[config.mk]
export PLATFORM = sky130hd
export DESIGN_NAME = melody_sequencer_ctrl
export DESIGN_NICKNAME = d
export VERILOG_FILES = /design/src/rtl/melody_sequencer_ctrl.sv
export SDC_FILE = /design/constraint.sdc
export NUM_CORES = 1
export LEC_CHECK = 0
export BUFFER_PORTS_ARGS = -buffer_cell sky130_fd_sc_hd__buf_2
export CAP_MARGIN = 20
export CORE_MARGIN = 2
export CORE_UTILIZATION = 52
export DETAILED_ROUTE_END_ITERATION = 16
export MAX_ROUTING_LAYER = met4
export PLACE_DENSITY = 0.78
export SKIP_CTS_REPAIR_TIMING = 1
export SLEW_MARGIN = 20
export SYNTH_ARGS = -nofsm -noshare
export SYNTH_HDL_FRONTEND = slang
export SYNTH_SLANG_ARGS = --single-unit
[constraint.sdc]
create_clock -name clk_i -period 2 [get_ports clk_i]
set_clock_uncertainty 0.05 [all_clocks]
set_input_delay 0.4 -clock clk_i [delete_from_list [all_inputs] [get_ports clk_i]]
set_output_delay 0.4 -clock clk_i [all_outputs]
set_load 0.01 [all_outputs]
[src/rtl/melody_sequencer_ctrl.sv]
// Score-ROM playback controller: start/stop/loop, rests, per-step duration and articulation gap.
// Optional pause input is compiled in with `define SEQCTRL_PAUSE_EN.
module melody_sequencer_ctrl #(
  parameter int IDX_BW    = 6,
  parameter int SEQ_LEN   = 64,
  parameter int DUR_BW    = 4,
  parameter int GAP_TICKS = 1
) (
  input  logic              clk_i,
  input  logic              rst_i,
  input  logic              strb_i,
  input  logic              start_i,
  input  logic              stop_i,
  input  logic              loop_i,
  input  logic              pause_i,
  input  logic [IDX_BW-1:0] step_note_i,
  input  logic [DUR_BW-1:0] step_dur_i,
  output logic [IDX_BW-1:0] step_addr_o,
  output logic [IDX_BW-1:0] note_index_o,
  output logic              tone_en_o,
  output logic              busy_o,
  output logic              done_o
);

  localparam int GAP_BW = (GAP_TICKS < 2) ? 1 : $clog2(GAP_TICKS + 1);
  localparam logic [IDX_BW-1:0] LAST_ADDR = IDX_BW'(SEQ_LEN - 1);
  localparam logic [GAP_BW-1:0] GAP_INIT  = GAP_BW'(GAP_TICKS);

  typedef enum logic [1:0] {IDLE, LOAD, PLAY, GAP} state_t;

  state_t            state_reg, state_next;
  logic [IDX_BW-1:0] addr_reg, addr_next;
  logic [IDX_BW-1:0] note_reg, note_next;
  logic [DUR_BW-1:0] dur_reg, dur_next;
  logic [GAP_BW-1:0] gap_reg, gap_next;
  logic              tone_reg, tone_next;
  logic              busy_reg, busy_next;
  logic              done_reg, done_next;

  logic pause_mute;
  logic tick;
  logic at_last;

`ifdef SEQCTRL_PAUSE_EN
  assign pause_mute = pause_i;
`else
  logic unused_pause;
  assign unused_pause = pause_i;
  assign pause_mute   = 1'b0;
`endif

  // A paused strobe is simply not a strobe for PLAY/GAP; LOAD ignores strobes anyway.
  assign tick    = strb_i & ~pause_mute;
  assign at_last = (addr_reg == LAST_ADDR);

  always_ff @(posedge clk_i) begin
    if (rst_i) begin
      state_reg <= IDLE;
      addr_reg  <= '0;
      note_reg  <= '0;
      dur_reg   <= '0;
      gap_reg   <= '0;
      tone_reg  <= 1'b0;
      busy_reg  <= 1'b0;
      done_reg  <= 1'b0;
    end else begin
      state_reg <= state_next;
      addr_reg  <= addr_next;
      note_reg  <= note_next;
      dur_reg   <= dur_next;
      gap_reg   <= gap_next;
      tone_reg  <= tone_next;
      busy_reg  <= busy_next;
      done_reg  <= done_next;
    end
  end

  always_comb begin
    state_next = state_reg;
    if (stop_i) begin
      state_next = IDLE;
    end else begin
      case (state_reg)
        IDLE: if (start_i) state_next = LOAD;
        LOAD: begin
          if (step_dur_i != '0)
            state_next = PLAY;
          else if (!(loop_i && addr_reg != '0))
            state_next = IDLE;
        end
        PLAY: begin
          if (tick && dur_reg == DUR_BW'(1)) begin
            if (GAP_TICKS != 0)
              state_next = GAP;
            else
              state_next = (at_last && !loop_i) ? IDLE : LOAD;
          end
        end
        GAP: begin
          if (tick && gap_reg == GAP_BW'(1))
            state_next = (at_last && !loop_i) ? IDLE : LOAD;
        end
        default: state_next = IDLE;
      endcase
    end
  end

  always_comb begin
    addr_next = addr_reg;
    note_next = note_reg;
    dur_next  = dur_reg;
    gap_next  = gap_reg;
    done_next = 1'b0;
    if (stop_i) begin
      addr_next = '0;
      note_next = '0;
      dur_next  = '0;
      gap_next  = '0;
    end else begin
      case (state_reg)
        IDLE: if (start_i) addr_next = '0;
        LOAD: begin
          if (step_dur_i != '0) begin
            note_next = step_note_i;
            dur_next  = step_dur_i;
          end else if (loop_i && addr_reg != '0) begin
            addr_next = '0;
          end else begin
            done_next = 1'b1;
          end
        end
        PLAY: begin
          if (tick) begin
            dur_next = dur_reg - 1'b1;
            if (dur_reg == DUR_BW'(1)) begin
              if (GAP_TICKS != 0) begin
                gap_next = GAP_INIT;
              end else if (at_last) begin
                if (loop_i) addr_next = '0;
                else        done_next = 1'b1;
              end else begin
                addr_next = addr_reg + 1'b1;
              end
            end
          end
        end
        GAP: begin
          if (tick) begin
            gap_next = gap_reg - 1'b1;
            if (gap_reg == GAP_BW'(1)) begin
              if (at_last) begin
                if (loop_i) addr_next = '0;
                else        done_next = 1'b1;
              end else begin
                addr_next = addr_reg + 1'b1;
              end
            end
          end
        end
        default: ;
      endcase
    end
    // Outputs are registered, so derive them from the state being entered.
    tone_next = (state_next == PLAY) && (note_next != '0) && !pause_mute;
    busy_next = (state_next != IDLE);
  end

  assign step_addr_o  = addr_reg;
  assign note_index_o = note_reg;
  assign tone_en_o    = tone_reg;
  assign busy_o       = busy_reg;
  assign done_o       = done_reg;

endmodule

==> results_dict.tcl, run 1 <==
set metrics [dict create \
    grt_use_met1_pct 28.55 \
    synth.cell_area_um2 1269 \
    numCtsBuffers 3 \
    clock_sinks 22 \
    cts_max_path_buffers 2 \
    overflow 0 \
    drtIter0Drc 32 \
    core_area_um2 2255 \
    path_cells "inv_1 -> ha_1 -> or4b_4 -> o211ai_1 -> a221oi_1 -> buf_4 -> o32ai_1" \
    clk-insertion-delay-late_ns 0.30 \
    remaining_drc_errors 0 \
    grt_pass1_vias 1182 \
    synth_edf_count 0 \
    arrival_ns 2.03 \
    die_width_um 53.40 \
    fp.dieH_um 53.40 \
    r2r_setup_slack_ns 0.14 \
    tritoncts "done" \
    track_usage_pct 24.41 \
    hold_depth 3 \
    p_per_area_nw_per_um2 523.5 \
    boundaryPins 32 \
    multi_input_area_um2 772.0 \
    num-fill-cells 217 \
    synthArstFlopShare_pct 0 \
    vias 1299 \
    hold_viol 0 \
    hp-start "step_note_i[2]" \
    status "completed" \
    worstPathMaxFanout 4 \
    diodes 0 \
    fin_crit_ns 1.857 \
    critPathSlowestCell "or4b_4" \
    fmax_ghz 0.5386 \
    syn_inst 160 \
    crit_type "flip-flop to flip-flop" \
    start_util_pct 56.27 \
    ys.flop_type "dfxtp_1" \
    reg2regPathDepth 7 \
    rsz0062_at_grt "false" \
    post-route-period-util_pct 92.84 \
    finalWeightedCongestion 0.8416 \
    drive_above_1_share_pct 25.00 \
    reg2reg_to "step_addr_o[0]" \
    slowest_delay_ns 0.48 \
    rows 17 \
    antenna_found_initial 0 \
    final_core_util_pct 66.59 \
    ys_warn_count 0 \
    postRouteAntennaNets 0 \
    dp_hpwl_um 2393 \
    grt_use_met2_pct 43.21 \
    synth-seq-area-share_pct 34.71 \
    max-slew-margin-rel_pct 64.88 \
    leakagePower_nw 0.5919 \
    area_delta_synth_final_pct 18.34 \
    max_slew.worst_pin.slew_ns 0.5248 \
    drt-pass1-iter-count 4 \
    finalSetupViolations 0 \
    viasPerCell 5.905 \
    nets 214 \
    slew_viol_final 0 \
    synth_cell_types 42 \
    min_path_type "primary input to flip-flop" \
    hold_end "note_index_o[2]" \
    ir_drop_v 0.0003551 \
    seq_area_um2 440.4 \
    cp-start-kind "flip-flop" \
    fin_setup_tns_ns 0 \
    dieArea_um2 2851 \
    fin_cells 220 \
    synth-seq-cells 22 \
    busiest_layer "met2" \
    grt_max_degree 13 \
    synth_nets 181 \
    dp.cells 216 \
    clkTransAtPathRegs_ns 0.12 \
    use_met3_pct 2.542 \
    drv_cap 0 \
    wl_per_cell_um 13.87 \
    grt_pass1_wl_um 5016 \
    routed_wirelength_um 3052 \
    r2r_start "step_addr_o[0]" \
    end_kind "flip-flop" \
    clockRootBuffer "clkbuf_4" \
    crit_required_ns 2.18 \
    cts_htree_levels 1 \
    port_buffers 30 \
    avgSynthCellArea_um2 7.929 \
]
## stage by stage
stage	hold slack, ns	worst slack (ns)	power, mW	cell area (um2)
3_3_place_gp	0.4120	0.1956	0.5463	1465
5_1_grt	0.2700	0.007039	0.8241	1501
4_1_cts	0.2779	0.1455	0.7907	1501
6_report	0.2835	0.1433	0.7860	1501
2_1_floorplan	0.3950	0.2754	0.5073	1269
3_5_place_dp	0.4310	0.1688	0.5495	1465
## cells in the final DEF, fill, tap and decap left out, types with 2 or more instances in the layout
cell       n
o311ai_1   2
o32ai_1    2
a31oi_1    2
nor4_4     2
nor2_1    13
nand4_1    6
ha_1       4
or3_1      2
o211ai_1   2
inv_1      6
a21oi_1   15
nor4_1     3
nor3b_1    3
and3_1     2
nand2_1   18
and2_1     4
o21ai_0   15
dfxtp_1   22
clkbuf_4   3
buf_2     30
nand2b_1   4
nand3_1    6
buf_4      6
## metal layers
layer | vias up | share of wire [%]
met5 | - | 0
met4 | 0 | 0.82
met3 | 4 | 4.9
met2 | 46 | 49
met1 | 592 | 45
li1 | 657 | -
## layout make-up
cell class	count	area share [%]
Timing Repair Buffer	36	13.00
Clock buffer	4	2.417
Multi-Input combinational cell	124	51.42
Tap cell	28	2.333
Sequential cell	22	29.33
Inverter	6	1.500
## worst max-delay path, delay by kind of cell, from the launching register on
| family | cells | cell delay [ns] |
|---|---|---|
| fa+ha+maj | 1 | 0.14 |
| compound gates | 3 | 0.50 |
| simple gates | 1 | 0.48 |
| flops | 1 | 0.35 |
| buf+inv | 2 | 0.26 |
## power breakdown
part           leakage [nW]  switching (mW)  total (mW)  internal [mW]
logic                 0.393          0.0514      0.0911         0.0397
clock network        0.0210           0.134       0.245          0.111
registers             0.178         0.00572       0.449          0.444
total                 0.592           0.192       0.786          0.595
## cells by family after synthesis
| family | after synthesis | share of synthesized area (%) |
|---|---|---|
| adder cells (fa/ha/maj) | 4 | 3.945 |
| buffers and inverters | 14 | 4.437 |
| AO/OA/AOI/OAI | 49 | 24.75 |
| flip-flops | 22 | 34.71 |
| AND/OR/NAND/NOR | 71 | 32.15 |
## synthesized netlist by cell type, types with 4 or more instances
library cell	n	area (um2)
inv_1	6	22.52
nor2_1	13	48.80
a21oi_1	15	75.07
nand2_1	18	67.56
nand2b_1	4	25.02
and2_1	4	25.02
clkbuf_1	4	15.01
ha_1	4	50.05
dfxtp_1	22	440.4
nand4_1	6	37.54
nand3_1	6	30.03
o21ai_0	15	75.07
## how the worst max path moves through the flow
| stage | slack, ns | end | start | depth (start not counted) |
|---|---|---|---|---|
| floorplan | 0.28 | tone_en_o | step_addr_o[0] | 6 |
| global placement | 0.20 | step_addr_o[1] | step_addr_o[0] | 7 |
| detailed placement | 0.17 | step_addr_o[1] | step_addr_o[0] | 7 |
| CTS | 0.15 | step_addr_o[1] | step_addr_o[0] | 7 |
| global route | 0.007 | dur_reg[1] | state_reg[0] | 4 |
| finish | 0.14 | step_addr_o[0] | step_addr_o[0] | 7 |
No activity file was read; power rests on OpenSTA's default activity.
==> run 2, diff against run 1 <==
--- a/config.mk
+++ b/config.mk
@@ -11,7 +11,7 @@
 export CORE_UTILIZATION = 52
 export DETAILED_ROUTE_END_ITERATION = 16
 export MAX_ROUTING_LAYER = met4
-export PLACE_DENSITY = 0.78
+export PLACE_DENSITY = 0.81
 export SKIP_CTS_REPAIR_TIMING = 1
 export SLEW_MARGIN = 20
 export SYNTH_ARGS = -nofsm -noshare
==> run 2 against run 1 <==
  * Core utilization is the same
  * Power grew 0.77%
  * Largest power group unchanged
  * Critical path depth is the same
  * Via count grew 2.8%
  * Highest routed layer unchanged
  * Setup slack lost 0.087 ns
==> results_dict.tcl, run 2 (synthesized netlist as in run 1, its figures left out) <==
set metrics [dict create \
    drive_above_1_share_pct 25.13 \
    slew_viol_final 0 \
    crit_required_ns 2.17 \
    max_slew.worst_pin.slew_ns 0.5000 \
    boundaryPins 32 \
    grt_pass1_vias 1234 \
    status "completed" \
    area_delta_synth_final_pct 18.34 \
    core_area_um2 2255 \
    slowest_delay_ns 0.48 \
    layout_common_cells "30 x buf_2, 22 x dfxtp_1, 18 x nand2_1, 15 x a21oi_1, 14 x o21ai_0" \
    leakagePower_nw 0.5877 \
    min_path_type "primary input to flip-flop" \
    hold_viol 0 \
    numCtsBuffers 3 \
    p_per_area_nw_per_um2 527.5 \
    post_dp_cell_area_um2 1458 \
    ir_drop_v 0.0003671 \
    path_cells "inv_1 -> ha_1 -> or4b_4 -> o211ai_1 -> a221oi_1 -> buf_4 -> o32ai_2" \
    vias 1336 \
    tritoncts "done" \
    final_core_util_pct 66.59 \
    reg2regPathDepth 7 \
    clk-insertion-delay-late_ns 0.31 \
    remaining_drc_errors 0 \
    clockRootBuffer "clkbuf_4" \
    critical_path.endpoint "step_addr_o[1]" \
    die_width_um 53.40 \
    dp_hpwl_um 2476 \
    grt_pass1_wl_um 5340 \
    drv_cap 0 \
    routed_wirelength_um 3360 \
    worstPathMaxFanout 4 \
    end_kind "flip-flop" \
    port_buffers 30 \
    crit_type "flip-flop to flip-flop" \
    reg2reg_to "step_addr_o[1]" \
    diodes 0 \
    crit_start "step_addr_o[1]" \
    cp-start-kind "flip-flop" \
    start_util_pct 56.27 \
    viasPerCell 6.100 \
    grt_max_degree 15 \
    fin_crit_ns 1.943 \
    clkTransAtPathRegs_ns 0.12 \
    final_common_cell "buf_2" \
    antenna_found_initial 0 \
    overflow 0 \
    arrival_ns 2.12 \
    drt-pass1-iter-count 4 \
    fin_setup_tns_ns 0 \
    r2r_setup_slack_ns 0.06 \
    post-route-period-util_pct 97.16 \
    track_usage_pct 26.01 \
    fp.dieH_um 53.40 \
    rows 17 \
    cts_htree_levels 1 \
    finalSetupViolations 0 \
    wl_per_cell_um 15.34 \
    hold_slack_ns 0.2751 \
    r2r_start "step_addr_o[1]" \
    clock_sinks 22 \
    nets 213 \
    drtIter0Drc 48 \
    stdcell_area_um2 1501 \
    critPathSlowestCell "or4b_4" \
    dieArea_um2 2851 \
    finalWeightedCongestion 0.9103 \
    max-slew-margin-rel_pct 66.54 \
    fmax_ghz 0.5146 \
    postRouteAntennaNets 0 \
    cts_max_path_buffers 2 \
]
run 2: cell count changes in the layout (fill, tap and decap cells not counted):
cell     previous run  this run
buf_4               6         5
o21ai_0            15        14
o21ai_1             0         1
o32ai_1             2         1
o32ai_2             0         1
run 2: area by class of cell:
type | count | area [um2]
clock buffer | 4 | 36.28
inverter | 6 | 22.52
sequential | 22 | 440.4
timing repair buffer | 35 | 187.7
multi-input combinational | 124 | 779.5
tap | 28 | 35.03
fill | 212 | 753.2
run 2: per-layer routing:
metal  part of all wire (%)  track usage [%]  vias up
met5                      0                -        -
met4                    1.9            10.68        0
met3                    4.9            3.107        9
met2                     50            43.42       55
met1                     43            31.61      615
li1                       -                -      657
run 2: worst min-delay path by stage:
| stage | startpoint | to | slack, ns | cells after the start |
|---|---|---|---|---|
| 2_1_floorplan | dur_reg[1] | dur_reg[1] | 0.40 | 2 |
| 3_3_place_gp | dur_reg[1] | dur_reg[1] | 0.42 | 2 |
| 3_5_place_dp | dur_reg[1] | dur_reg[1] | 0.43 | 2 |
| 4_1_cts | step_note_i[3] | note_index_o[3] | 0.27 | 3 |
| 5_1_grt | step_note_i[4] | note_index_o[4] | 0.26 | 3 |
| 6_report | step_note_i[3] | note_index_o[3] | 0.28 | 3 |
run 2: report_power, final:
part | switching (mW) | internal, mW
Sequential | 0.00683 | 0.444
Clock | 0.141 | 0.111
Combinational | 0.0513 | 0.0383
Total | 0.199 | 0.593
run 2: stage by stage:
| step | setup WS, ns | cells | total power, mW |
|---|---|---|---|
| floorplan | 0.2754 | 160 | 0.5073 |
| global placement | 0.1959 | 215 | 0.5440 |
| detailed placement | 0.1180 | 215 | 0.5476 |
| CTS | 0.08422 | 219 | 0.7980 |
| global route | -0.03019 | 219 | 0.8263 |
| finish | 0.05675 | 219 | 0.7920 |
run 2: critical path, delay by kind of cell (launching register included):
family                     cells  cell delay, ns
AOI/OAI and AO/OA              3            0.55
and+or+nand+nor                1            0.48
DFF                            1            0.36
buffers and inverters          2            0.27
adders and majority gates      1            0.15
==> run 3, diff against run 2 <==
--- a/config.mk
+++ b/config.mk
@@ -12,6 +12,7 @@
 export DETAILED_ROUTE_END_ITERATION = 16
 export MAX_ROUTING_LAYER = met4
 export PLACE_DENSITY = 0.81
+export REMOVE_ABC_BUFFERS = 1
 export SKIP_CTS_REPAIR_TIMING = 1
 export SLEW_MARGIN = 20
 export SYNTH_ARGS = -nofsm -noshare
==> run 3 against run 2 <==
  * Core utilization rose by 0.055 points
  * Sequential share of layout area barely moved
  * Hold slack improved by 0.0034 ns
  * Setup slack improved by 0.11 ns
  * Global-route usage fell by 2.1 points
  * First-iteration DRC count rose by 19%
  * Routed wire length fell by 11%
  * Critical path depth fell by 1
  * Register-to-register slack improved by 0.11 ns
  * Fmax rose by 5.7%
  * Count of clock-buffer cells in the layout fell by 1
==> results_dict.tcl, run 3 (synthesized netlist as in run 1, its figures left out) <==
set metrics [dict create \
    layout_common_cells "30 x buf_2, 22 x dfxtp_1, 18 x nand2_1, 15 x a21oi_1, 15 x o21ai_0" \
    max-slew-margin-rel_pct 63.90 \
    numCtsBuffers 3 \
    remaining_drc_errors 0 \
    multi_input_area_um2 772.0 \
    final_core_util_pct 66.65 \
    critPathSlowestCell "or4b_4" \
    end_kind "flip-flop" \
    hold_viol 0 \
    overflow 0 \
    crit_type "flip-flop to flip-flop" \
    dieArea_um2 2851 \
    grt_pass1_wl_um 4926 \
    cp-start-kind "flip-flop" \
    setup_ws_ns 0.1622 \
    clk-insertion-delay-late_ns 0.31 \
    clockRootBuffer "clkbuf_4" \
    cts_max_path_buffers 2 \
    nets 212 \
    routed_wirelength_um 2993 \
    post-route-period-util_pct 91.89 \
    path_cells "inv_1 -> ha_1 -> or4b_4 -> o211ai_1 -> a221oi_1 -> o32ai_1" \
    tritoncts "done" \
    antenna_found_initial 0 \
    fin_crit_ns 1.838 \
    drtIter0Drc 57 \
    drt-pass1-iter-count 5 \
    use_met3_pct 2.542 \
    rows 17 \
    viasPerCell 5.959 \
    worstPathMaxFanout 4 \
    finalWeightedCongestion 0.9406 \
    core_area_um2 2255 \
    crit_required_ns 2.18 \
    p_per_area_nw_per_um2 589.3 \
    total_power_mw 0.8855 \
    num-fill-cells 219 \
    min_path_type "primary input to flip-flop" \
    start_util_pct 56.27 \
    leakagePower_nw 0.5876 \
    arrival_ns 2.02 \
    die_width_um 53.40 \
    clkTransAtPathRegs_ns 0.14 \
    ir_drop_v 0.0003310 \
    final_common_cell "buf_2" \
    grt_use_met1_pct 30.81 \
    drive_above_1_share_pct 24.21 \
    busiest_layer "met2" \
    area_delta_synth_final_pct 18.44 \
    track_usage_pct 23.93 \
    pre_cts_ws_ns 0.1729 \
    boundaryPins 32 \
    dp_hpwl_um 2323 \
    grt_use_met2_pct 39.30 \
    fp.dieH_um 53.40 \
    grt_pass1_vias 1152 \
    max_slew.worst_pin.slew_ns 0.5396 \
    slew_viol_final 0 \
    rsz0062_at_grt "false" \
    diodes 0 \
    fmax_ghz 0.5441 \
    drv_cap 0 \
    postRouteAntennaNets 0 \
    wl_per_cell_um 13.73 \
    cts_htree_levels 1 \
    slowest_delay_ns 0.48 \
    port_buffers 30 \
    clock_sinks 22 \
    grt_max_degree 15 \
    fin_setup_tns_ns 0 \
    status "completed" \
    finalSetupViolations 0 \
    seq_area_um2 440.4 \
    vias 1299 \
]
-- run 3: cell type report --
cell class	instances	share of cell area, %
clock buffers	3	1.499
clock inverters	1	1.998
inverters	6	1.499
multi-input cells	124	51.37
flip-flops and latches	22	29.31
well taps	28	2.331
repair buffers	34	11.99
-- run 3: power breakdown --
part           total, mW  leakage (nW)  internal (mW)  switching [mW]
clock network      0.349        0.0279          0.202           0.146
logic             0.0859         0.382         0.0370          0.0490
registers          0.451         0.178          0.444         0.00692
-- run 3: worst max-delay path: cells and delay by family, from the launching register on --
| kind | cells | cell delay (ns) |
|---|---|---|
| fa+ha+maj | 1 | 0.14 |
| simple gates | 1 | 0.48 |
| buf+inv | 1 | 0.10 |
| flops | 1 | 0.37 |
| compound gates | 3 | 0.61 |
-- run 3: final timing paths --
| check | startpoint | cells past startpoint | to | slack [ns] |
|---|---|---|---|---|
| min | step_note_i[3] | 3 | note_index_o[3] | 0.28 |
| max reg2reg | step_addr_o[0] | 6 | step_addr_o[0] | 0.16 |
| min reg2reg | dur_reg[1] | 2 | dur_reg[1] | 0.43 |
| max | step_addr_o[0] | 6 | step_addr_o[0] | 0.16 |
-- run 3: stage by stage --
| stage | instance area (um2) | hold WS, ns | instances |
|---|---|---|---|
| after detailed placement | 1450 | 0.4140 | 214 |
| after global routing | 1503 | 0.2837 | 218 |
| after CTS | 1503 | 0.2800 | 218 |
| after floorplan | 1235 | 0.3950 | 152 |
| after global placement | 1450 | 0.4111 | 214 |
| final | 1503 | 0.2785 | 218 |
-- run 3: routing by layer --
layer  share of wire (%)  wire length [um]  vias to the layer above
met2                  49              1458                       54
met1                  43              1278                      591
met3                 7.7               229                        4
met4                0.87                26                        0
li1                    -                 -                      650
met5                   0                 0                        -
